### src/rtl/sdram_pkg.sv
// Shared SDRAM controller definitions: command codes, arbiter and read-engine states, fixed addresses.
package sdram_pkg;

  // {cs_n, ras_n, cas_n, we_n}
  localparam logic [3:0] CMD_NOP   = 4'b0111;
  localparam logic [3:0] CMD_ACT   = 4'b0011;
  localparam logic [3:0] CMD_READ  = 4'b0101;
  localparam logic [3:0] CMD_WRITE = 4'b0100;
  localparam logic [3:0] CMD_PRE   = 4'b0010;
  localparam logic [3:0] CMD_AREF  = 4'b0001;
  localparam logic [3:0] CMD_MRS   = 4'b0000;

  localparam logic [1:0]  BANK_ADDR      = 2'b00;
  localparam logic [11:0] ADDR_ALL_BANKS = 12'h400;

  typedef enum logic [2:0] {
    ARB_IDLE,
    ARB_ARBIT,
    ARB_AREF,
    ARB_WRITE,
    ARB_READ
  } arb_state_t;

  typedef enum logic [2:0] {
    S_IDLE,
    S_REQ,
    S_ACT,
    S_READ,
    S_PRE
  } rd_state_t;

endpackage

### src/rtl/sdram_rd_capture.sv
// Aligns returned SDRAM read data: each READ opens a 4-beat window delayed by CAS_LAT+1 cycles.
// Runs independently of the command FSM so the tail of the last burst is still captured after PRE.
module sdram_rd_capture #(
  parameter int CAS_LAT = 3
) (
  input  logic        clk,
  input  logic        rst_n,
  input  logic        rd_issue,
  input  logic [15:0] sdram_dq,
  output logic [15:0] rd_data,
  output logic        rd_data_vld
);

  logic [1:0]       stretch;
  logic [CAS_LAT:0] vpipe;
  logic             beat;

  // High for the 4 cycles starting at the READ, one per burst word.
  assign beat = rd_issue | (stretch != 2'd0);

  always_ff @(posedge clk or negedge rst_n) begin
    if (!rst_n) begin
      stretch <= 2'd0;
      vpipe   <= '0;
      rd_data <= 16'd0;
    end else begin
      if (rd_issue)
        stretch <= 2'd3;
      else if (stretch != 2'd0)
        stretch <= stretch - 2'd1;
      vpipe   <= {vpipe[CAS_LAT-1:0], beat};
      rd_data <= sdram_dq;
    end
  end

  assign rd_data_vld = vpipe[CAS_LAT];

endmodule

### src/rtl/sdram_read.sv
// SDRAM read-burst engine: requests the bus, opens a row, issues 4-word bursts,
// yields to refresh at burst boundaries and resumes at the next unread column.
module sdram_read
  import sdram_pkg::*;
#(
  parameter int ROW_NUM = 2,
  parameter int COL_NUM = 512,
  parameter int CAS_LAT = 3
) (
  input  logic        clk,
  input  logic        rst_n,
  input  logic        rd_en,
  output logic        rd_req,
  output logic        flag_rd_end,
  input  logic        ref_req,
  input  logic        rd_trig,
  output logic [3:0]  rd_cmd,
  output logic [11:0] rd_addr,
  output logic [1:0]  bank_addr,
  input  logic [15:0] sdram_dq,
  output logic [15:0] rd_data,
  output logic        rd_data_vld
);

  localparam int RW = (ROW_NUM > 1) ? $clog2(ROW_NUM) : 1;
  localparam logic [9:0]    COL_END  = 10'(COL_NUM);
  localparam logic [9:0]    LAST_COL = 10'(COL_NUM - 4);
  localparam logic [RW-1:0] LAST_ROW = RW'(ROW_NUM - 1);

  rd_state_t     state, state_nxt;
  logic [1:0]    cnt;
  logic          busy;
  logic          ref_pend;
  logic [9:0]    col_cnt;
  logic [RW-1:0] row_cnt;
  logic          rd_issue;
  logic          row_done;
  logic          all_done;

  assign row_done = (col_cnt == COL_END);
  assign all_done = row_done && (row_cnt == LAST_ROW);

  always_ff @(posedge clk or negedge rst_n) begin
    if (!rst_n)
      state <= S_IDLE;
    else
      state <= state_nxt;
  end

  always_comb begin
    state_nxt   = state;
    rd_cmd      = CMD_NOP;
    rd_addr     = 12'd0;
    rd_req      = 1'b0;
    flag_rd_end = 1'b0;
    rd_issue    = 1'b0;
    case (state)
      S_IDLE: begin
        if (rd_trig && !busy)
          state_nxt = S_REQ;
      end
      S_REQ: begin
        rd_req = 1'b1;
        if (rd_en)
          state_nxt = S_ACT;
      end
      S_ACT: begin
        if (cnt == 2'd0) begin
          rd_cmd  = CMD_ACT;
          rd_addr = 12'(row_cnt);
        end
        if (cnt == 2'd2)
          state_nxt = S_READ;
      end
      S_READ: begin
        if (cnt == 2'd0) begin
          rd_cmd   = CMD_READ;
          rd_addr  = {3'b000, col_cnt[8:0]};
          rd_issue = 1'b1;
        end
        // Refresh is only honoured on a burst boundary.
        if (cnt == 2'd3 && (col_cnt == LAST_COL || ref_pend))
          state_nxt = S_PRE;
      end
      S_PRE: begin
        if (cnt == 2'd0) begin
          rd_cmd  = CMD_PRE;
          rd_addr = ADDR_ALL_BANKS;
        end
        if (cnt == 2'd2) begin
          flag_rd_end = 1'b1;
          state_nxt   = all_done ? S_IDLE : S_REQ;
        end
      end
      default: state_nxt = S_IDLE;
    endcase
  end

  always_ff @(posedge clk or negedge rst_n) begin
    if (!rst_n) begin
      cnt      <= 2'd0;
      busy     <= 1'b0;
      ref_pend <= 1'b0;
      col_cnt  <= 10'd0;
      row_cnt  <= '0;
    end else begin
      if (state_nxt != state || state == S_IDLE || state == S_REQ)
        cnt <= 2'd0;
      else
        cnt <= cnt + 2'd1;

      if (state == S_IDLE && rd_trig)
        busy <= 1'b1;
      else if (state == S_PRE && cnt == 2'd2 && all_done)
        busy <= 1'b0;

      if (ref_req)
        ref_pend <= 1'b1;
      else if ((state == S_PRE && cnt == 2'd0) || (state == S_REQ && rd_en))
        ref_pend <= 1'b0;

      if (state == S_READ && cnt == 2'd3)
        col_cnt <= col_cnt + 10'd4;
      else if (state == S_PRE && cnt == 2'd2 && row_done) begin
        col_cnt <= 10'd0;
        row_cnt <= all_done ? '0 : row_cnt + RW'(1);
      end
    end
  end

  assign bank_addr = BANK_ADDR;

  sdram_rd_capture #(
    .CAS_LAT (CAS_LAT)
  ) u_capture (
    .clk         (clk),
    .rst_n       (rst_n),
    .rd_issue    (rd_issue),
    .sdram_dq    (sdram_dq),
    .rd_data     (rd_data),
    .rd_data_vld (rd_data_vld)
  );

endmodule
### config.mk
export PLATFORM = sky130hd
export DESIGN_NAME = sdram_read
export DESIGN_NICKNAME = d
export VERILOG_FILES = /design/src/rtl/sdram_pkg.sv /design/src/rtl/sdram_rd_capture.sv /design/src/rtl/sdram_read.sv
export SDC_FILE = /design/constraint.sdc
export NUM_CORES = 1
export LEC_CHECK = 0
export BUFFER_PORTS_ARGS = -buffer_cell sky130_fd_sc_hd__buf_2
export CORE_UTILIZATION = 44
export CTS_BUF_LIST = sky130_fd_sc_hd__clkbuf_16
export CTS_CLUSTER_DIAMETER = 120
export DETAILED_ROUTE_END_ITERATION = 10
export PLACE_DENSITY = 0.86
export SYNTH_ARGS = -nofsm -noshare
export SYNTH_HDL_FRONTEND = slang
export SYNTH_SLANG_ARGS = --single-unit
### constraint.sdc
create_clock -name clk -period 1.49 [get_ports clk]
set_input_delay 0 -clock clk [delete_from_list [all_inputs] [get_ports clk]]
set_output_delay 0 -clock clk [all_outputs]
set_load 0.01 [all_outputs]
After elaboration in Yosys (flattened, before gate mapping)
Cells that the tools add are included.
{"block": "word_totals", "ram_bits": 0, "in_bits": 21, "elab_cells": 77, "n_memories": 0, "regBits": 40, "romBits": 0, "output_inout_bits": 37, "latchBits": 0}
{"block": "classes", "order_cmp": 0, "n_reduce_logical": 23, "shifts": 0, "n_bitwise": 2, "n_addsub": 4, "div_mod_pow": 0, "n_eq_ne": 9, "mux": 30, "multipliers": 0}
{"op": "$pmux W11 S3", "count": 1}
{"op": "$mux W3", "count": 7}
{"op": "$mux W10", "count": 2}
{"op": "$pmux W3 S5", "count": 1}
{"op": "$mux W1", "count": 12}
{"op": "$mux W11", "count": 1}
{"op": "$add A10 B3 Y10 const B", "count": 1}
{"op": "$eq A10 B10 Y1 const B", "count": 1}
{"op": "$eq A10 B9 Y1 const B", "count": 1}
{"op": "$logic_and A1 B1 Y1", "count": 10}
{"op": "$reduce_bool A2 Y1", "count": 5}
{"op": "$mux W9", "count": 1}
{"op": "$pmux W3 S3", "count": 1}
{"op": "$mux W2", "count": 4}
{"op": "$eq A3 B2 Y1 const B", "count": 2}
{"op": "$eq A2 B2 Y1 const B", "count": 2}
{"op": "$logic_or A1 B1 Y1", "count": 4}
{"op": "$eq A3 B1 Y1 const B", "count": 1}
{"op": "$eq A3 B3 Y1 const B", "count": 1}
{"op": "$logic_not A3 Y1", "count": 1}
{"op": "$ne A3 B3 Y1", "count": 1}
{"op": "$add A2 B1 Y2 const B", "count": 1}
{"op": "$logic_not A2 Y1", "count": 1}
{"op": "$reduce_and A2 Y1", "count": 1}
{"op": "5 further kinds", "count": 5}

Longest topological paths before layout
{"block": "logic_depth", "word_depth": 9, "depth_mapped": 6, "depth_no_buf": 6}

Modules after synthesis
From an unflattened synthesis, not the netlist that was laid out.
{"block": "unflattened", "cells_unflattened": 151, "hier_area_um2": 1717.9}
{"mod": "sdram_read", "area_each_um2": 1112.3, "cells_each": 121, "instances": 1, "seq_area_each_um2": 400.4}
{"mod": "sdram_rd_capture", "area_each_um2": 605.6, "cells_each": 30, "instances": 1, "seq_area_each_um2": 550.5}

Worst setup path after synthesis
Ideal clock, no wire load.
{"block": "synth_timing", "path_kind": "reg-to-reg", "start": "register cnt[0]", "end": "register col_cnt[9]", "setup_ps": 129, "synth_period_minus_slack_ps": 1383, "path_slack_ps": 107, "arrival_ps": 1254, "stages_incl_launch_ff": 6, "required_ps": 1361, "path_buffers": 0, "cell_sequence": "dfrtp_1 > ha_1 > and4b_1 > nand4_4 > o211ai_1 > o31ai_1"}
{"block": "synth_between", "elab_chain_len": 4, "word_cells_on_any_way": 7, "classes_between": "eq/ne: 2; mux: 1; reduce/logical: 4"}
{"element": "from (decl)", "line": "sdram_read.sv:31", "text": "logic [1:0] cnt;"}
{"element": "from (signal assigned)", "line": "sdram_read.sv:110", "text": "cnt <= cnt + 2'd1;"}
{"element": "$eq A2 B2 Y1", "line": "sdram_read.sv:124", "text": "else if (state == S_PRE && cnt == 2'd2 && row_done) begin"}
{"element": "$logic_and A1 B1 Y1 (2 in series)", "line": "sdram_read.sv:124"}
{"element": "$reduce_bool A2 Y1 (no source line)"}
{"element": "to (signal assigned)", "line": "sdram_read.sv:123", "text": "col_cnt <= col_cnt + 10'd4;"}
{"element": "to (decl)", "line": "sdram_read.sv:34", "text": "logic [9:0] col_cnt;"}
Parallel ways exist; a longest one is shown, timed or not.
A chain may end at the register's enable or synchronous reset.

Worst setup path after layout
{"block": "layout_timing", "start": "register cnt[0]", "end": "output port rd_addr[0]"}
{"block": "layout_between", "elab_chain_len": 3, "word_cells_on_any_way": 4, "classes_between": "mux: 3; reduce/logical: 1"}
{"element": "$logic_not A2 Y1 *", "line": "sdram_read.sv:68, sdram_read.sv:76"}
{"element": "$mux W9 or $mux W1 (tied branches)", "line": "sdram_read.sv:76, sdram_read.sv:68"}
{"element": "$pmux W11 S3 *", "line": "sdram_read.sv:57", "text": "case (state)"}
{"element": "to (decl)", "line": "sdram_read.sv:18", "text": "output logic [11:0] rd_addr,"}
Every way passes the cells marked *; elsewhere a longest branch is shown, timed or not.

==> metrics.md <==
| Metric | Value |
|---|---|
| Register share of total power | `33.8%` |
| Initial DRC count | `60` |
| Total of warnings raised by yosys | `0` |
| Fraction of layout instances using a drive strength above 1 | `47.6%` |
| Placed wire-length estimate | `between 2 and 2.5 mm` |
| Post-placement worst setup slack | `0.0414 ns` |
| Clock Tree Root | `sky130_fd_sc_hd__clkbuf_16` |
| Count of maximum capacitance violations | `0` |
| Cell count after placement | `approximately 250` |
| Type of element launching the critical path | `register` |
| Pin count of the biggest net entering global routing | `39` |
| Worst hold-check slack | `slightly below 0.07 ns` |
| CTS HTree Levels | `2` |
| Area added between synthesis and finish | `52.4%` |
| Die footprint | `4070 sq um` |
| Share of the yosys chip area belonging to registers | `about 57%` |
| Sink count of the clock tree | `38` |
| Fraction of power spent switching nets | `about a third` |
| Buffers on Ports | `51` |
| Remaining Overflow, GRT | `0` |
| Final wirelength | `4.69 mm` |
| Total power divided by cell area | `1560 nW/um^2` |
| Seq cells post-synth | `38` |
| Total GRT Usage | `23.8%` |
| Initial Utilization | `45.9%` |
| Part of the power in the clock network | `roughly a quarter` |
| Vias/cell | `5.03` |
| Number of buffers added by the clock tree synthesis step | `5` |
| Netlist area before placement | `1680 sq um` |
| Hold WC Path Type | `in -> reg` |
| Count of antenna diodes in the layout | `0` |
| Worst path buffer plus inverter count | `3` |
| Endpoint required time on the critical path | `roughly 1.5 ns` |
| Clock insertion delay at the later pin of the skew report | `between 0.2 and 0.3 ns` |
| Slowest stage cell on the critical path | `sky130_fd_sc_hd__dfrtp_1` |
| Design Area, Final | `2560 sq um` |
| DP Area | `2000 sq um` |
| Die height | `approximately 64 um` |
| Synthesized area per cell | `11.9 sq um` |
| Internal power summed over all cells | `approximately 2.6 mW` |
| EDFF count, synth | `0` |
| Violations in the final reports | `setup timing` |
| Core Rows | `22` |
| Detailed Routing Iterations Pass 1 | `4` |
| Initial antenna violation count | `0` |
| Cell count after synthesis | `around 140` |
| Total power | `3.98 mW` |
| Crit path largest cell delay | `around 0.42 ns` |
| Final Cycle Share | `104%` |
| Async set or reset register ratio after synthesis | `100%` |
| CTS tree | `done` |
| Antenna-violating nets left | `0` |
| Buffer depth of the longest clock path | `2` |
| Fillcell total | `roughly 240` |
| Net switching power figure | `approximately 1.4 mW` |
| Routed len/inst | `16.7 um` |
| Leakage power | `1.22 nW` |
| Number of placed I/O pins | `58` |
| Kind of critical path | `reg -> out` |
| Fraction of power consumed by combinational cells | `41.2%` |
| CP cell instances | `inv_2 > ha_4 > and2b_2 > buf_6 > nand3_2 > nor2_2 > buf_2` |
| WP data arrival | `1.56 ns` |
| Final setup margin | `-0.0654 ns` |
| Run status | `finished with violations` |
| Multi-input gate area in the final layout | `between 700 and 800 sq um` |
| Finished Layout Cells | `around 280` |
| Wire length of the first global-routing pass | `about 6.9 mm` |
| Residual DRC | `0` |
| Final count of negative-setup-slack endpoints | `5` |
| RSZ-0062 raised after global routing | `yes` |
| Via count of the first global-routing pass | `1420` |
| Kind of cell adding the most delay to the critical path | `flip-flops` |
| Layout Skew | `0.00307 ns` |
| Via count | `1413` |
| Distinct cells, synth | `36` |
| Worst Path Max Fanout | `3` |
| Number of max-slew violations in the final report | `0` |
| Dominant register cell in the synthesized netlist | `sky130_fd_sc_hd__dfrtp_1` |
| Final GP Congestion | `0.850` |
| Highest attainable clock frequency | `643 MHz` |
| Crit. End Element | `primary output` |
| Final Hold Fails | `0` |
| Horiz. Die Dim | `63.8 um` |
| Maximum VDD drop | `1.25 mV` |
| Clock slew seen by the registers of the worst setup and hold paths | `0.05 ns` |
| Crit path time final | `1.56 ns` |
| Core outline area | `3660 sq um` |
| Sequential cell area in the final layout | `955 sq um` |
| Final nets | `259` |
==> cell families after synthesis <==
| group | synth area share, % |
|---|---|
| xor gates and xnor gates | 4.17 |
| other | 0.223 |
| and+or+nand+nor | 20.0 |
| buffers and inverters | 7.23 |
| adders and majority gates | 4.47 |
| DFF | 56.6 |
| AOI/OAI and AO/OA | 7.30 |
==> power by group through the flow <==
stage / combinational (mW) / sequential, mW / clock, mW
6_report: 1.64 / 1.35 / 0.994
2_1_floorplan: 0.749 / 1.36 / 0
4_1_cts: 1.36 / 1.33 / 0.991
3_5_place_dp: 1.11 / 1.39 / 0
3_3_place_gp: 1.07 / 1.37 / 0
5_1_grt: 1.76 / 1.37 / 1.04
==> layout by cell type, fill, tap and decap left out, types with 3 or more instances in the layout <==
cell                            count
sky130_fd_sc_hd__buf_2             46
sky130_fd_sc_hd__dfrtp_1           35
sky130_fd_sc_hd__dlygate4sd3_1     19
sky130_fd_sc_hd__buf_4             17
sky130_fd_sc_hd__nand2_1           11
sky130_fd_sc_hd__inv_1              7
sky130_fd_sc_hd__buf_6              7
sky130_fd_sc_hd__nor2_1             6
sky130_fd_sc_hd__conb_1             6
sky130_fd_sc_hd__xor2_1             5
sky130_fd_sc_hd__clkbuf_16          5
sky130_fd_sc_hd__inv_2              4
sky130_fd_sc_hd__nand3_1            4
sky130_fd_sc_hd__and2_4             4
sky130_fd_sc_hd__o21ai_1            3
sky130_fd_sc_hd__o21ai_0            3
sky130_fd_sc_hd__o211ai_1           3
sky130_fd_sc_hd__xnor2_1            3
sky130_fd_sc_hd__ha_1               3
sky130_fd_sc_hd__dfrtp_2            3
==> registers in the layout, indices dropped and copies added, names as in the netlist <==
| signal | flops |
|---|---|
| busy | 1 |
| u_capture.rd_data | 16 |
| u_capture.vpipe | 4 |
| ref_pend | 1 |
| row_cnt | 1 |
| u_capture.stretch | 2 |
| col_cnt | 8 |
| state | 3 |
| cnt | 2 |
==> cell usage after synthesis (2+ instances only) <==
cell / n / area (sq um)
sky130_fd_sc_hd__o31ai_1: 2 / 15.0
sky130_fd_sc_hd__and2b_1: 2 / 15.0
sky130_fd_sc_hd__nand3b_1: 2 / 15.0
sky130_fd_sc_hd__o21ai_1: 3 / 15.0
sky130_fd_sc_hd__nor2_1: 7 / 26.3
sky130_fd_sc_hd__nor2b_1: 2 / 12.5
sky130_fd_sc_hd__xor2_1: 5 / 43.8
sky130_fd_sc_hd__ha_1: 6 / 75.1
sky130_fd_sc_hd__nand4_4: 2 / 42.5
sky130_fd_sc_hd__and2_1: 5 / 31.3
sky130_fd_sc_hd__nand2_1: 12 / 45.0
sky130_fd_sc_hd__inv_1: 10 / 37.5
sky130_fd_sc_hd__buf_6: 3 / 33.8
sky130_fd_sc_hd__buf_4: 6 / 45.0
sky130_fd_sc_hd__nor2_2: 2 / 12.5
sky130_fd_sc_hd__o211ai_1: 3 / 22.5
sky130_fd_sc_hd__xnor2_1: 3 / 26.3
sky130_fd_sc_hd__a21oi_1: 2 / 10.0
sky130_fd_sc_hd__nand3_1: 6 / 30.0
sky130_fd_sc_hd__and3_1: 2 / 12.5
sky130_fd_sc_hd__o21ai_0: 4 / 20.0
sky130_fd_sc_hd__dfrtp_1: 38 / 951
==> path summary, 6_finish.rpt <==
| check | start | endpoint | slack [ns] | cells after the start |
|---|---|---|---|---|
| min reg2reg | u_capture.vpipe[0] | u_capture.vpipe[1] | 0.35 | 0 |
| min | rd_en | state[1] | 0.07 | 3 |
| max in group asynchronous | rst_n | state[1] | 0.84 | 3 |
| max | cnt[0] | rd_addr[0] | -0.07 | 7 |
| max reg2reg | cnt[1] | busy | -0.05 | 6 |
| min in group asynchronous | rst_n | u_capture.rd_data[1] | 0.30 | 3 |
==> stage by stage <==
stage | TNS [ns] | utilization, %
2_1_floorplan | 0 | -
4_1_cts | 0 | 65.6
3_3_place_gp | 0 | 54.8
6_report | -0.218 | 69.9
5_1_grt | -0.988 | 69.9
3_5_place_dp | 0 | 54.8
==> routing by layer <==
metal / part of all wire, % / up-vias / track usage (%)
li1: - / 644 / -
met1: 35 / 689 / 25.9
met2: 56 / 57 / 41.1
met3: 3.5 / 23 / 5.54
met4: 5.5 / 0 / 15.6
met5: 0 / - / 0
==> layout make-up <==
type | count | share of cell area (%)
sequential | 38 | 37.3
multi-input combinational | 88 | 29.0
inverter | 10 | 1.47
tap | 48 | 2.35
clock inverter | 3 | 0.489
clock buffer | 5 | 4.89
timing repair buffer | 89 | 24.5
==> repair_timing <==
action,CTS,global route
pin swaps,1,13
hold buffers,19,0
gates cloned,0,0
endpoints found under the setup margin,10,24
gates resized for setup,9,32
endpoints found under the hold margin,56,0
setup buffers,6,3
==> worst reg2reg max path, delay by kind of cell, from the launching register on <==
family / cells / cell delay [ns]
simple gates: 2 / 0.41
buf+inv: 1 / 0.14
compound gates: 2 / 0.32
fa+ha+maj: 1 / 0.13
flops: 1 / 0.40
No activity file was read; power rests on OpenSTA's default activity.
